$ cat src/rtl/mux4_pkg.sv
// mux4_pkg: shared constants and types for the four-channel round-robin stream mux.
package mux4_pkg;
  localparam int NUM_CH = 4;
  localparam int SEL_W = 2;
  typedef logic [SEL_W-1:0] sel_t;
  typedef enum logic {IDLE, LOCKED} state_t;
endpackage

$ cat src/rtl/rr_arbiter4.sv
// rr_arbiter4: combinational four-way round-robin arbiter, priority starting at ptr.
module rr_arbiter4
  import mux4_pkg::*;
(
  input  logic [NUM_CH-1:0] req,
  input  sel_t              ptr,
  output logic [NUM_CH-1:0] grant,
  output sel_t              idx
);
  sel_t c;
  logic found;
  always_comb begin
    grant = '0;
    idx = '0;
    found = 1'b0;
    c = '0;
    for (int k = 0; k < NUM_CH; k++) begin
      c = ptr + sel_t'(k);
      if (!found && req[c]) begin
        found = 1'b1;
        grant[c] = 1'b1;
        idx = c;
      end
    end
  end
endmodule

$ cat src/rtl/mux4_rr_stream.sv
// mux4_rr_stream: 4:1 valid/ready stream merge with round-robin grant, optional burst lock,
// and a one-entry registered output tagged with the source channel index.
module mux4_rr_stream
  import mux4_pkg::*;
#(
  parameter int DW = 8,
  parameter int LOCK_BURST = 1
) (
  input  logic             clk,
  input  logic             rst,
  input  logic [3:0]       in_valid,
  output logic [3:0]       in_ready,
  input  logic [4*DW-1:0]  in_data,
  input  logic [3:0]       in_last,
  output logic             out_valid,
  input  logic             out_ready,
  output logic [DW-1:0]    out_data,
  output logic             out_last,
  output logic [1:0]       out_sel
);
  state_t state, state_n;
  sel_t ptr, ptr_n, owner, owner_n, arb_idx, gidx;
  logic [NUM_CH-1:0] arb_grant, grant;
  logic can_load, xfer;

  rr_arbiter4 u_arb (
    .req   (in_valid),
    .ptr   (ptr),
    .grant (arb_grant),
    .idx   (arb_idx)
  );

  assign can_load = !out_valid || out_ready;
  assign gidx = (state == LOCKED) ? owner : arb_idx;
  // While locked, only the burst owner may proceed, even if it is idle this cycle.
  assign grant = (state == LOCKED) ? ((NUM_CH'(1) << owner) & in_valid) : arb_grant;
  assign in_ready = rst ? '0 : (grant & {NUM_CH{can_load}});
  assign xfer = |in_ready;

  always_comb begin
    state_n = state;
    ptr_n = ptr;
    owner_n = owner;
    if (xfer) begin
      if (in_last[gidx] || LOCK_BURST == 0) begin
        state_n = IDLE;
        ptr_n = gidx + sel_t'(1);
      end else begin
        state_n = LOCKED;
        owner_n = gidx;
      end
    end
  end

  always_ff @(posedge clk or posedge rst) begin
    if (rst) begin
      state <= IDLE;
      ptr <= '0;
      owner <= '0;
      out_valid <= 1'b0;
      out_data <= '0;
      out_last <= 1'b0;
      out_sel <= '0;
    end else begin
      state <= state_n;
      ptr <= ptr_n;
      owner <= owner_n;
      if (xfer) begin
        out_valid <= 1'b1;
        out_data <= in_data[gidx*DW +: DW];
        out_last <= in_last[gidx];
        out_sel <= gidx;
      end else if (out_ready) begin
        out_valid <= 1'b0;
      end
    end
  end
endmodule

$ cat config.mk
export PLATFORM = sky130hd
export DESIGN_NAME = mux4_rr_stream
export DESIGN_NICKNAME = d
export VERILOG_FILES = /design/src/rtl/mux4_pkg.sv /design/src/rtl/rr_arbiter4.sv /design/src/rtl/mux4_rr_stream.sv
export SDC_FILE = /design/constraint.sdc
export NUM_CORES = 1
export LEC_CHECK = 0
export BUFFER_PORTS_ARGS = -buffer_cell sky130_fd_sc_hd__buf_2
export CAP_MARGIN = 0
export CORE_MARGIN = 1
export CORE_UTILIZATION = 47
export CTS_BUF_LIST = sky130_fd_sc_hd__clkbuf_8
export DETAILED_ROUTE_END_ITERATION = 10
export GPL_ROUTABILITY_DRIVEN = 0
export GPL_TIMING_DRIVEN = 0
export PLACE_DENSITY = 0.78
export SYNTH_ARGS = -nofsm -noshare
export SYNTH_HDL_FRONTEND = slang
export SYNTH_SLANG_ARGS = --single-unit
export TNS_END_PERCENT = 100
$ cat constraint.sdc
create_clock -name clk -period 3.28 [get_ports clk]
set_clock_uncertainty 0.05 [all_clocks]
set_input_delay 0.656 -clock clk [delete_from_list [all_inputs] [get_ports clk]]
set_output_delay 0.656 -clock clk [all_outputs]
set_load 0.01 [all_outputs]
### Word-level counts from Yosys, hierarchy flattened

Index checks and enable logic that the tools add are counted.
W data, S select, Z words.

* register bits after elaboration: 17
* input bits: 43
* output and inout bits: 16
* word-level logic and storage cells: 79

* add/sub/neg operators: 4
* order comparisons: 9
* shifts and indexed selects: 2
* mux-type cells: 35
* bitwise operators: 6
* reductions and logical operators: 16

Operator list (number)
* $shiftx A32 B6 Y8: 1
* $mux W4: 6
* $lt A2 B3 Y1 const B: 5
* $mux W1: 15
* $or A4 B4 Y4: 3
* $bmux W1 S2: 5
* $mux W2: 5
* $and A4 B4 Y4: 2
* $demux W1 S2: 4
* $ge A2 B1 Y1 const B: 4
* $logic_and A1 B1 Y1: 7
* $add A2 B1 Y2 const B: 2
* $add A2 B2 Y2 const B: 2
* $logic_not A1 Y1: 4
* $reduce_and A2 Y1: 2
* $reduce_or A4 Y1: 1
* $shl A1 B2 Y4 const A: 1
* $reduce_bool A2 Y1: 1
* $logic_or A1 B1 Y1: 1
* $not A1 Y1: 1

### Logic depth before layout (Yosys ltp)

Gate-level depths: netlist (run 1).

* depth after elaboration: 17
* mapped depth: 12

### Cells and area by module

From an unflattened synthesis (run 1), not the netlist that was laid out.

* cells, all modules: 169
* area total of the unflattened synthesis: 1612.8 sq um

Modules (own cells, without submodules)
* mux4_rr_stream: instances 1, cells an instance 104, area each 1123.6 sq um
* rr_arbiter4: instances 1, cells an instance 65, area each 489.2 sq um

### Worst setup path before layout (run 1)

No wires, ideal clock.

* kind: reg-to-reg
* from: register ptr[0]
* to: register owner[1]
* library setup time: 128 ps
* data arrival time: 3117 ps
* setup slack: -15 ps
* stages on the path, launching flop included: 11
* period minus slack after synthesis: 3295 ps
* path through: dfrtp_1 -> inv_1 -> ha_1 -> buf_2 -> or3b_1 -> a2111oi_4 -> o31ai_1 -> a31oi_1 -> nor4_4 -> a21oi_1 -> mux2_1

* longest elaborated chain between the ends: 17
* elaborated cells between the ends (all ways): 60

RTL lines
* start, declared: line mux4_rr_stream.sv:22 `sel_t ptr, ptr_n, owner, owner_n, arb_idx, gidx;`
* start signal, assigned: line mux4_rr_stream.sv:66 `ptr <= ptr_n;`
* branches (longest 11 deep; another with $lt A2 B3 Y1)
* $mux W4 *: line rr_arbiter4.sv:19 `if (!found && req[c]) begin`
* $mux W4 *: line mux4_rr_stream.sv:36 `assign grant = (state == LOCKED) ? ((NUM_CH'(1) << owner) & in_valid) : arb_grant;`
* $and A4 B4 Y4 *: line mux4_rr_stream.sv:37 `assign in_ready = rst ? '0 : (grant & {NUM_CH{can_load}});`
* $mux W4 *: line mux4_rr_stream.sv:37
* net in_ready[0]: line mux4_rr_stream.sv:12 `output logic [3:0] in_ready,`
* $reduce_or A4 Y1 *: line mux4_rr_stream.sv:38 `assign xfer = |in_ready;`
* $reduce_and A2 Y1 (no source line) *
* end signal, assigned: line mux4_rr_stream.sv:67 `owner <= owner_n;`
* end, declared: line mux4_rr_stream.sv:22

Mark *: on every way through the listed nets, which the timed path passes. The select of a mux whose other input is x is not followed.
A chain may end at the register's enable or synchronous reset.

### Worst setup path after layout (run 1)

* from: register ptr[0]
* to: output in_ready[1]

* longest elaborated chain between the ends: 15
* elaborated cells between the ends (all ways): 50

RTL lines (line)
* branches (longest 11 deep; another with $lt A2 B3 Y1)
* $mux W4 *: rr_arbiter4.sv:19
* $mux W4 *: mux4_rr_stream.sv:36
* $and A4 B4 Y4 *: mux4_rr_stream.sv:37
* $mux W4 *: mux4_rr_stream.sv:37
* end, declared: mux4_rr_stream.sv:12

Mark *: on every way between the ends. The select of a mux whose other input is x is not followed.

==> metrics.md, run 1 <==
| Metric | Value |
|---|---|
| Slew margin rel. | 56.2% |
| Clk slew on worst S/H paths | around 0.07 ns |
| CP Data Arrival Time | between 2 and 2.5 ns |
| Die extent in y | roughly 63 µm |
| Routed vias | approximately 1700 |
| Most used flip-flop cell after synthesis | dfrtp_1 |
| Sequential fraction of the synthesis area | 24.2% |
| Synthesis-to-finish area growth | 35.9% |
| Yosys warnings | 0 |
| Cell variety after synth | 53 |
| Synth top area share | ~24% |
| Compound-cell area share of the yosys netlist | 23.1% |
| Syn Nets | 239 |
| Worst-Skew Late Latency | approximately 0.26 ns |
| Vias/cell | 5.66 |
| Clock Sinks | 17 |
| Synth Area in XOR/XNOR | 0% |
| Crit-path leading delay family | compound AO/OA/AOI/OAI gates |
| FF-to-FF path depth | 12 |
| First-pass GRT wire length | between 7000 and 8000 µm |
| CP Launch Type | flop |
| Cell Int Power | 1330 µW |
| Final hold vios | 0 |
| Row count | 21 |
| Switching share of power | a little under half |
| Min cycle time layout | 3.16 ns |
| Die area | 3990 µm² |
| Multiplexer share of the synthesized area | around a fifth |
| EDFF count, synth | 0 |
| Initial antenna violation count | 0 |
| Most frequent cell after synthesis | mux2i_1 |
| Final std cells w/o fill | about 310 |
| Pins Over Slew Limit | 0 |
| CTS Hold Bufs | 0 |
| GR Util All Layers | 23.5% |
| Critical path type | reg -> out |
| Core Footprint | 3470 µm² |
| Worst path cell trace | clkinvlp_4, ha_4, buf_4, mux2i_4, mux2i_2, a311oi_1, a31oi_4, buf_6 |
| Critical path fanouts, max | 5 |
| DP Cell Count | approximately 290 |
| Residual DRC | 0 |
| Total CTS buffers | 3 |
| Tightest Pin Transition | ~0.66 ns |
| Root buf cell | clkbuf_8 |
| Finish-stage setup viols | 0 |
| Post-DP HPWL | 3280 µm |
| Hold WC Path Type | reg -> reg |
| Buffers & Inverters on Critical Path | 3 |
| Placed Area | ~2100 µm² |
| Main combinational cell family by area after synthesis | compound AO/OA/AOI/OAI gates |
| Area leader, netlist | dfrtp_1 |
| Critical path origin | ptr[0]$_DFFE_PP0P_ |
| FMAX | 317 MHz |
| Slowest stage delay, CP | roughly 0.46 ns |
| Pwr/cell area | 1050 nW/µm² |
| Grt total ovfl | 0 |
| Synth cell count leaders | 21 x mux2i_1, 17 x dfrtp_1, 15 x nand2_1 |
| Status | completed |
| Flop pwr share | about 16% |
| Final instance area | roughly 2400 µm² |
| H-tree levels | 1 |
| Slowest stage cell on the critical path | a311oi_1 |
| Clock power frac | between 6 and 7% |
| Pin count of the biggest net entering global routing | 18 |
| Synth Cell Area | 1760 µm² |
| Syn avg cell area | just over 9 µm² |
| DRT iter0 DRCs | 121 |
| CTS tree | built |
| Synth top area cells | dfrtp_1 24%, mux2i_1 12%, mux2_2 5.8% |
| Post-Syn Instances | around 190 |
| Maximum root-to-sink buffer count | 2 |
| Reg-to-Reg Start | ptr[0]$_DFFE_PP0P_ |
| Final Cycle Share | between 90% and 100% |
| Switching power | 1170 µW |
| Synth Area in Simple Gates | 16.8% |
| Synth Register Bits | 17 |
| Final ANT Viol Nets | 0 |
| Hold path cells | 2 |
| Die X | between 60 and 70 µm |
| Antenna fix cells | 0 |
| Starting density of the core | roughly 51% |
| Vias in the first global route | approximately 1600 |
| Fillers | 311 |
| CP endpoint kind | output pin |
| Reg-to-reg setup timing slack | around 0.18 ns |
| CP endpoint | in_ready[1] |
| Comb power frac | between 70% and 80% |
| Aggregate routed wire length | between 4000 and 5000 µm |
| VDD IR-drop max | 0.000621 V |
| I/O pin count | 59 |
| Levels on crit path | 8 |
| Async SR Flop Fraction | 100% |
| WP data required | approximately 2.6 ns |
| DR pass1 iterations | 4 |
| Leak pwr | approximately 0.0011 µW |
| Input/output buffers | 58 |
| Layout cell share with drive strength beyond 1 | about 50% |
| Fin nets | roughly 310 |
| RR Endpoint | owner[1]$_DFFE_PP0P_ |
| DR WL/cell | between 15 and 20 µm |
| Post-Synth Adder-Cell Area | 5.69% |
| Max_cap viols | 0 |
==> power groups by stage <==
stage	Clock (µW)	Combinational, µW	Sequential, µW
after floorplan	0	1220	432
after global placement	0	1570	415
after detailed placement	0	1590	419
after CTS	162	1770	396
after global routing	172	2100	410
final	162	1940	400
==> layer usage <==
| layer | up-vias | GRT usage (%) | wire [µm] |
|---|---|---|---|
| li1 | 842 | - | - |
| met1 | 823 | 30.0 | 2020 |
| met2 | 62 | 39.1 | 2410 |
| met3 | 12 | 5.98 | 283 |
| met4 | 0 | 5.52 | 101 |
| met5 | - | 0 | 0 |
==> placed cells by master (no fill, tap or decap), types with 4 or more instances in the layout <==
cell type | Yosys | final
buf_2 | 3 | 59
mux2i_1 | 21 | 18
nand2_1 | 15 | 15
dfrtp_1 | 17 | 15
buf_4 | 1 | 12
o21ai_0 | 10 | 10
o21ai_1 | 10 | 10
mux2_2 | 9 | 9
nor2_1 | 8 | 8
ha_1 | 8 | 7
buf_6 | 5 | 6
clkbuf_8 | 3 | 6
inv_1 | 8 | 6
nand3_1 | 4 | 4
a21oi_1 | 5 | 4
==> registers in the layout (all words and copies together) (netlist names) <==
signal and flops:
ptr 2, state 1, owner 2, out_last 1, out_data 8, out_valid 1, out_sel 2
==> worst min-delay path by stage <==
| stage | startpoint | endpoint |
|---|---|---|
| floorplan | out_last$_DFFE_PP0P_ | out_last$_DFFE_PP0P_ |
| global placement | out_data[0]$_DFFE_PP0P_ | out_data[0]$_DFFE_PP0P_ |
| detailed placement | out_data[0]$_DFFE_PP0P_ | out_data[0]$_DFFE_PP0P_ |
| CTS | out_data[0]$_DFFE_PP0P_ | out_data[0]$_DFFE_PP0P_ |
| global route | out_data[0]$_DFFE_PP0P_ | out_data[0]$_DFFE_PP0P_ |
| finish | out_data[0]$_DFFE_PP0P_ | out_data[0]$_DFFE_PP0P_ |
==> logic make-up (layout without fill, tap and decap cells) <==
logic type / Yosys count / after routing
muxes: 33 / 33
AOI/OAI and AO/OA: 57 / 57
DFF: 17 / 17
and+or+nand+nor: 51 / 51
buffers and inverters: 22 / 95
adders and majority gates: 8 / 8
==> what timing repair did <==
item | in CTS | in global routing
setup buffers | 9 | 3
cloned | 0 | 0
pin swaps | 6 | 8
endpoints found under the setup margin | 21 | 21
resized for setup | 10 | 19
==> metrics by stage <==
stage | hold WS, ns | TNS (ns) | worst slack (ns) | utilization [%] | power [µW]
2_1_floorplan | 0.464 | 0 | 0.00709 | - | 1650
3_3_place_gp | 0.415 | -3.28 | -0.347 | 61.1 | 1980
3_5_place_dp | 0.421 | -4.05 | -0.373 | 61.1 | 2010
4_1_cts | 0.436 | 0 | 0.0104 | 65.4 | 2320
5_1_grt | 0.450 | -0.0828 | -0.0412 | 68.9 | 2680
6_report | 0.435 | 0 | 0.121 | 68.9 | 2500
==> tightest hold or removal path, delay by kind of cell (launching register included) <==
family,cells,cell delay (ns)
compound gates,1,0.06
simple gates,1,0.05
flops,1,0.34
==> final cells by class <==
class                      instances  area (µm²)  area share (%)
multi-input combinational        149        1300            54.4
tap                               46        57.6            2.41
inverter                           8        36.3            1.52
sequential                        17         428            17.9
clock buffer                       3        41.3            1.73
buffer                            13         131            5.50
clock inverter                     1        5.00           0.209
timing repair buffer              70         390            16.3
(Power assumes the default switching activity.)
==> run 2: changes to the inputs <==
Settings changed: CORE_UTILIZATION 47 to 45, PLACE_DENSITY 0.78 to 0.77, SYNTH_HIERARCHICAL set to 1.
==> metrics.md, run 2 <==
| Metric | Value |
|---|---|
| Status | completed |
| Compound-cell area share of the yosys netlist | a little over a fifth |
| Die X | approximately 62 µm |
| Critical path type | reg -> out |
| Final hold vios | 0 |
| Most frequent cell after synthesis | dfrtp_1 |
| CP endpoint | in_ready[0] |
| Vias in the first global route | between 1000 and 1500 |
| Input/output buffers | between 50 and 60 |
| Finish-stage setup viols | 0 |
| Synth top area cells | dfrtp_1 26%, mux2i_1 9.9%, mux2_2 5.6% |
| Layout cell share with drive strength beyond 1 | around half |
| Area leader, netlist | dfrtp_1 |
| Grt total ovfl | 0 |
| Most flops, register | out_data |
| Fin Hold WS | ~0.43 ns |
| Clk slew on worst S/H paths | about 0.07 ns |
| Clock Sinks | 17 |
| Most used routing layer | met2 |
| Post-Synth Adder-Cell Area | 3.88% |
| Max_cap viols | 0 |
| Antenna fix cells | 0 |
| CP Launch Type | flop |
| Synth cell count leaders | 17 x dfrtp_1, 16 x mux2i_1, 14 x a21oi_1 |
| Aggregate routed wire length | ~4100 µm |
| Final WS setup | around 0.067 ns |
| RR Endpoint | out_data[7]$_DFFE_PP0P_ |
| Overall Power | 2410 µW |
| Root buf cell | clkbuf_8 |
| FF-to-FF path depth | 12 |
| Max reg flops | 8 |
| Most frequent cells in the layout | 60 x buf_2, 16 x mux2i_1, 16 x dfrtp_1, 15 x buf_4, 11 x a21oi_1 |
| CP Data Arrival Time | 2.51 ns |
| Async SR Flop Fraction | 100% |
| Most common cell after layout, fill and taps aside | buf_2 |
| Pwr/cell area | 1110 nW/µm² |
| Pins Over Slew Limit | 0 |
| Synth top area share | about a quarter |
| Yosys warnings | 6 |
| Sequential fraction of the synthesis area | a little over a quarter |
| Final ANT Viol Nets | 0 |
| Placed Area | between 1500 and 2000 µm² |
| Final instance area | approximately 2200 µm² |
| Critical path fanouts, max | 6 |
| I/O pin count | 59 |
| WP data required | between 2 and 3 ns |
| FMAX | approximately 310 MHz |
| M1 GR Usage | 29.1% |
| Critical path origin | ptr[0]$_DFFE_PP0P_ |
| DR pass1 iterations | 4 |
| Reg-to-reg setup timing slack | around 0.12 ns |
| Tightest Pin Transition | roughly 0.64 ns |
| Pin count of the biggest net entering global routing | 18 |
| Worst-Skew Late Latency | about 0.26 ns |
| Multiplexer share of the synthesized area | 23.0% |
| Residual DRC | 0 |
| Fin nets | roughly 290 |
| Row count | 21 |
| RSZ-0062 raised after global routing | true |
| Setup TNS | 0 ns |
| Routed vias | ~1600 |
| Most used flip-flop cell after synthesis | dfrtp_1 |
| Synthesis-to-finish area growth | 35.1% |
| First-pass GRT wire length | 6000 µm |
| Die extent in y | 61.9 µm |
| Post-Syn Instances | ~170 |
| Synth Area in Simple Gates | between 10% and 20% |
| Initial antenna violation count | 0 |
| CTS tree | built |
| EDFF count, synth | 0 |
| Slew margin rel. | a little under three fifths |
| Synth Register Bits | 17 |
| Main combinational cell family by area after synthesis | multiplexers |
| Starting density of the core | 47.6% |
| Syn avg cell area | 9.54 µm² |
| GR Util All Layers | a little over a fifth |
| Syn Nets | 217 |
| DRT iter0 DRCs | 103 |
| VDD IR-drop max | between 0.0005 and 0.0006 V |
| Synth Area in XOR/XNOR | less than 1% |
| Leak pwr | ~0.0011 µW |
| Total CTS buffers | 3 |
| Hold WC Path Type | in -> async |
| Final Cycle Share | 98.0% |
| Maximum root-to-sink buffer count | 2 |
| Synth Cell Area | between 1500 and 2000 µm² |
| Die area | 3830 µm² |
| Min cycle time layout | between 3 and 4 ns |
| DR WL/cell | around 14 µm |
| CP endpoint kind | output pin |
| Cell variety after synth | 45 |
| M3 GR Usage | roughly 4.8% |
| Core Footprint | around 3400 µm² |
| Worst slack, placed | -0.287 ns |
| Vias/cell | 5.37 |
| Reg-to-Reg Start | ptr[0]$_DFFE_PP0P_ |
| Post-DP HPWL | around 2800 µm |
| Met2 usage | a little over a third |
| H-tree levels | 1 |
[run 2: cell count changes after synthesis, moves of 4 or more]
cell,delta
a31oi_1,-5
o21ai_1,-10
nor2b_1,+5
a311oi_1,-4
a21oi_1,+9
a221o_2,+4
mux2i_1,-5
o31ai_1,-4
a211oi_1,+7
nand2_1,-5
[run 2: metal layers]
metal / wire length (µm) / part of all wire [%] / up-vias
met2: 2000 / 48 / 66
met3: 215 / 5.2 / 4
met1: 1890 / 46 / 723
met4: 26 / 0.63 / 0
met5: 0 / 0 / -
li1: - / - / 771
[run 2: where the power goes]
| part | internal (µW) | leakage [µW] | switching (µW) |
|---|---|---|---|
| clock network | 84.6 | 0.0000255 | 77.9 |
| logic | 934 | 0.000829 | 910 |
| registers | 324 | 0.000195 | 79.3 |
[run 2: how the worst min path moves through the flow]
stage                            start                       to  slack (ns)
2_1_floorplan    out_valid$_DFFE_PP0P_    out_valid$_DFFE_PP0P_        0.49
3_3_place_gp     out_valid$_DFFE_PP0P_    out_valid$_DFFE_PP0P_        0.43
3_5_place_dp   out_data[0]$_DFFE_PP0P_  out_data[0]$_DFFE_PP0P_        0.44
4_1_cts                            rst     owner[0]$_DFFE_PP0P_        0.45
5_1_grt        out_data[2]$_DFFE_PP0P_  out_data[2]$_DFFE_PP0P_        0.48
6_report                           rst     owner[1]$_DFFE_PP0P_        0.43
[run 2: worst max-delay path, stage by stage (launching register included)]
cell	delay, ns
dfrtp_2	0.38
buf_6	0.13
buf_8	0.12
inv_8	0.04
ha_4	0.29
mux4_2	0.37
or2_4	0.28
nor2b_4	0.14
a221o_2	0.17
a21oi_2	0.08
nor2_1	0.11
buf_2	0.13
[run 2: cell type report]
cell class,instances,area [µm²]
multi-input combinational,130,1100
timing repair buffer,72,395
tap,46,57.6
sequential,17,427
clock inverter,1,5.00
inverter,8,37.5
clock buffer,3,41.3
fill,299,1210
buffer,14,119
[run 2: logic make-up (layout without fill, tap and decap cells)]
kind of cell / after synthesis / count (layout)
fa+ha+maj: 5 / 5
xor+xnor: 1 / 1
flops: 17 / 17
compound gates: 49 / 49
simple gates: 45 / 45
mux: 30 / 30
buf+inv: 22 / 98
[run 2: through the flow]
stage | instances | util, %
6_report | 291 | 64.3
5_1_grt | 291 | 64.3
4_1_cts | 278 | 60.4
3_5_place_dp | 273 | 57.8
3_3_place_gp | 273 | 57.8
2_1_floorplan | 169 | -
[run 2: repair_timing]
| action | in CTS | in global routing |
|---|---|---|
| pin swaps | 0 | 9 |
| setup endpoints to repair | 21 | 15 |
| hold buffers | 0 | 0 |
| cloned | 0 | 0 |
| gates resized for setup | 10 | 8 |
| setup buffers | 1 | 13 |
| endpoints found under the hold margin | 0 | 0 |
==> run 3: changes to the inputs <==
Settings changed: CELL_PAD_IN_SITES_DETAIL_PLACEMENT set to 0, CELL_PAD_IN_SITES_GLOBAL_PLACEMENT set to 1, CORE_UTILIZATION 45 to 34, PLACE_DENSITY 0.77 to not set, PLACE_DENSITY_LB_ADDON set to 0.1.
==> metrics.md, run 3 (synthesized netlist as in run 2, its figures left out) <==
| Metric | Value |
|---|---|
| Slew margin rel. | between 50% and 60% |
| Final hold vios | 0 |
| Die area | ~5000 µm² |
| Layout Utilization | just under 50% |
| Die X | between 70 and 80 µm |
| Final std cells w/o fill | between 200 and 300 |
| H-tree levels | 1 |
| Buffers & Inverters on Critical Path | 3 |
| FF-to-FF path depth | 12 |
| Worst-Skew Late Latency | 0.25 ns |
| VDD IR-drop max | between 0.0003 and 0.0004 V |
| Vias in the first global route | 1445 |
| Comb power frac | 76.7% |
| Overall Power | ~2400 µW |
| Leak pwr | 0.00103 µW |
| Tightest Pin Transition | roughly 0.67 ns |
| Grt total ovfl | 0 |
| Clk slew on worst S/H paths | around 0.070 ns |
| Residual DRC | 0 |
| Most frequent cells in the layout | 60 x buf_2, 16 x mux2i_1, 16 x dfrtp_1, 11 x buf_4 |
| Initial antenna violation count | 0 |
| Final ANT Viol Nets | 0 |
| Maximum root-to-sink buffer count | 2 |
| Most used routing layer | met2 |
| Crit-path leading delay family | multiplexers |
| RSZ-0062 raised after global routing | true |
| Routed vias | around 1500 |
| Input/output buffers | 58 |
| DRT iter0 DRCs | between 40 and 50 |
| WP data required | between 2 and 3 ns |
| CP Launch Type | primary input |
| Row count | 24 |
| Post-DP HPWL | ~3100 µm |
| Vias/cell | ~5.3 |
| Layout cell share with drive strength beyond 1 | between 40 and 50% |
| GR Util All Layers | between 15 and 20% |
| Antenna fix cells | 0 |
| Total CTS buffers | 3 |
| DR pass1 iterations | 6 |
| CTS Hold Bufs | 0 |
| Fin nets | just under 300 |
| Max reg flops | 8 |
| Final Cycle Share | just under 100% |
| Critical path type | in -> out |
| Clock Sinks | 17 |
| Setup TNS | 0 ns |
| Cell Int Power | roughly 1300 µW |
| DR WL/cell | around 14 µm |
| Pin count of the biggest net entering global routing | 18 |
| Min cycle time layout | ~3.2 ns |
| Slowest stage cell on the critical path | mux4_2 |
| Max_cap viols | 0 |
| CP Data Arrival Time | 2.49 ns |
| RR Endpoint | out_data[2]$_DFFE_PP0P_ |
| CTS tree | built |
| Synthesis-to-finish area growth | 34.1% |
| Met2 usage | between 20% and 30% |
| Flop pwr share | about 17% |
| Worst path cell trace | buf_2, clkbuf_2, mux4_2, or2_4, nor2b_4, a221o_2, a21oi_2, nor2_1, buf_2 |
| FMAX | 313 MHz |
| Starting density of the core | approximately 36% |
| I/O pin count | 59 |
| Fin Hold WS | approximately 0.45 ns |
| Most flops, register | out_data |
| Core Footprint | approximately 4400 µm² |
| First-pass GRT wire length | 6670 µm |
| Root buf cell | clkbuf_8 |
| Die extent in y | around 71 µm |
| CP endpoint kind | output pin |
| Reg-to-Reg Start | ptr[0]$_DFFE_PP0P_ |
| Slowest stage delay, CP | a little under 0.6 ns |
| Critical path fanouts, max | 10 |
| Most common cell after layout, fill and taps aside | buf_2 |
| M1 GR Usage | a little over a fifth |
| Cell mode on critical path | buf_2 |
| Finish-stage setup viols | 0 |
| Pwr/cell area | around 1100 nW/µm² |
| Pins Over Slew Limit | 0 |
| Reg-to-reg setup timing slack | 0.15 ns |
| DP Cell Count | 279 |
| Status | completed |
| Clock power frac | about 6.7% |
| Switching share of power | around 45% |
| Aggregate routed wire length | between 4000 and 5000 µm |
| Hold WC Path Type | in -> async |
| Switching power | 1070 µW |
| M3 GR Usage | between 4 and 5% |
run 3: cell types whose count changed in the layout (fill, tap and decap cells not counted), sizes merged:
cell,previous run,this run
buf,82,78
run 3: power by group through the flow:
stage | clock [µW] | sequential, µW | combinational [µW]
after floorplan | 0 | 429 | 1210
after global placement | 0 | 402 | 1570
after detailed placement | 0 | 407 | 1610
after CTS | 163 | 395 | 1710
after global routing | 176 | 407 | 1980
final | 160 | 395 | 1830
run 3: how the worst max path moves through the flow:
stage                                  start                      end  slack (ns)  cells after the start
after floorplan           ptr[0]$_DFFE_PP0P_       ptr[0]$_DFFE_PP0P_        0.09                     14
after global placement    ptr[0]$_DFFE_PP0P_  out_data[7]$_DFFE_PP0P_       -0.30                     12
after detailed placement  ptr[0]$_DFFE_PP0P_  out_data[2]$_DFFE_PP0P_       -0.39                     11
after CTS                 ptr[0]$_DFFE_PP0P_              in_ready[0]        0.02                     11
after global routing      ptr[0]$_DFFE_PP0P_              in_ready[0]       -0.01                     11
final                            in_valid[0]              in_ready[0]        0.08                      9
run 3: stage by stage:
step                instance area [µm²]  setup slack [ns]
floorplan                          1610            0.0866
global placement                   1970            -0.305
detailed placement                 1970            -0.386
CTS                                2070            0.0180
global route                       2160           -0.0106
finish                             2160            0.0822
run 3: worst register-to-register path: cells and delay by family (launching register included):
kind	cells	cell delay [ns]
AO/OA/AOI/OAI	3	0.72
AND/OR/NAND/NOR	2	0.42
buffers and inverters	4	0.51
flip-flops	1	0.38
adder cells (fa/ha/maj)	1	0.27
multiplexers	2	0.66
run 3: per-layer routing:
| metal | vias to the layer above | share of wire (%) |
|---|---|---|
| li1 | 765 | - |
| met4 | 0 | 0.31 |
| met1 | 725 | 46 |
| met2 | 47 | 48 |
| met3 | 2 | 5.6 |
| met5 | - | 0 |
run 3: what timing repair did:
action                                  CTS  global route
endpoints found under the setup margin   21            15
pin swaps                                 0             6
resized for setup                        12             7
buffers inserted                          2             8
run 3: cell type report:
cell class              count  area (µm²)
plain buffers              14         119
clock buffers               3        41.3
clock inverters             1        5.00
fillers                   447        2280
inverters                   8        37.5
multi-input cells         130        1100
flip-flops and latches     17         427
well taps                  52        65.1
repair buffers             68         365
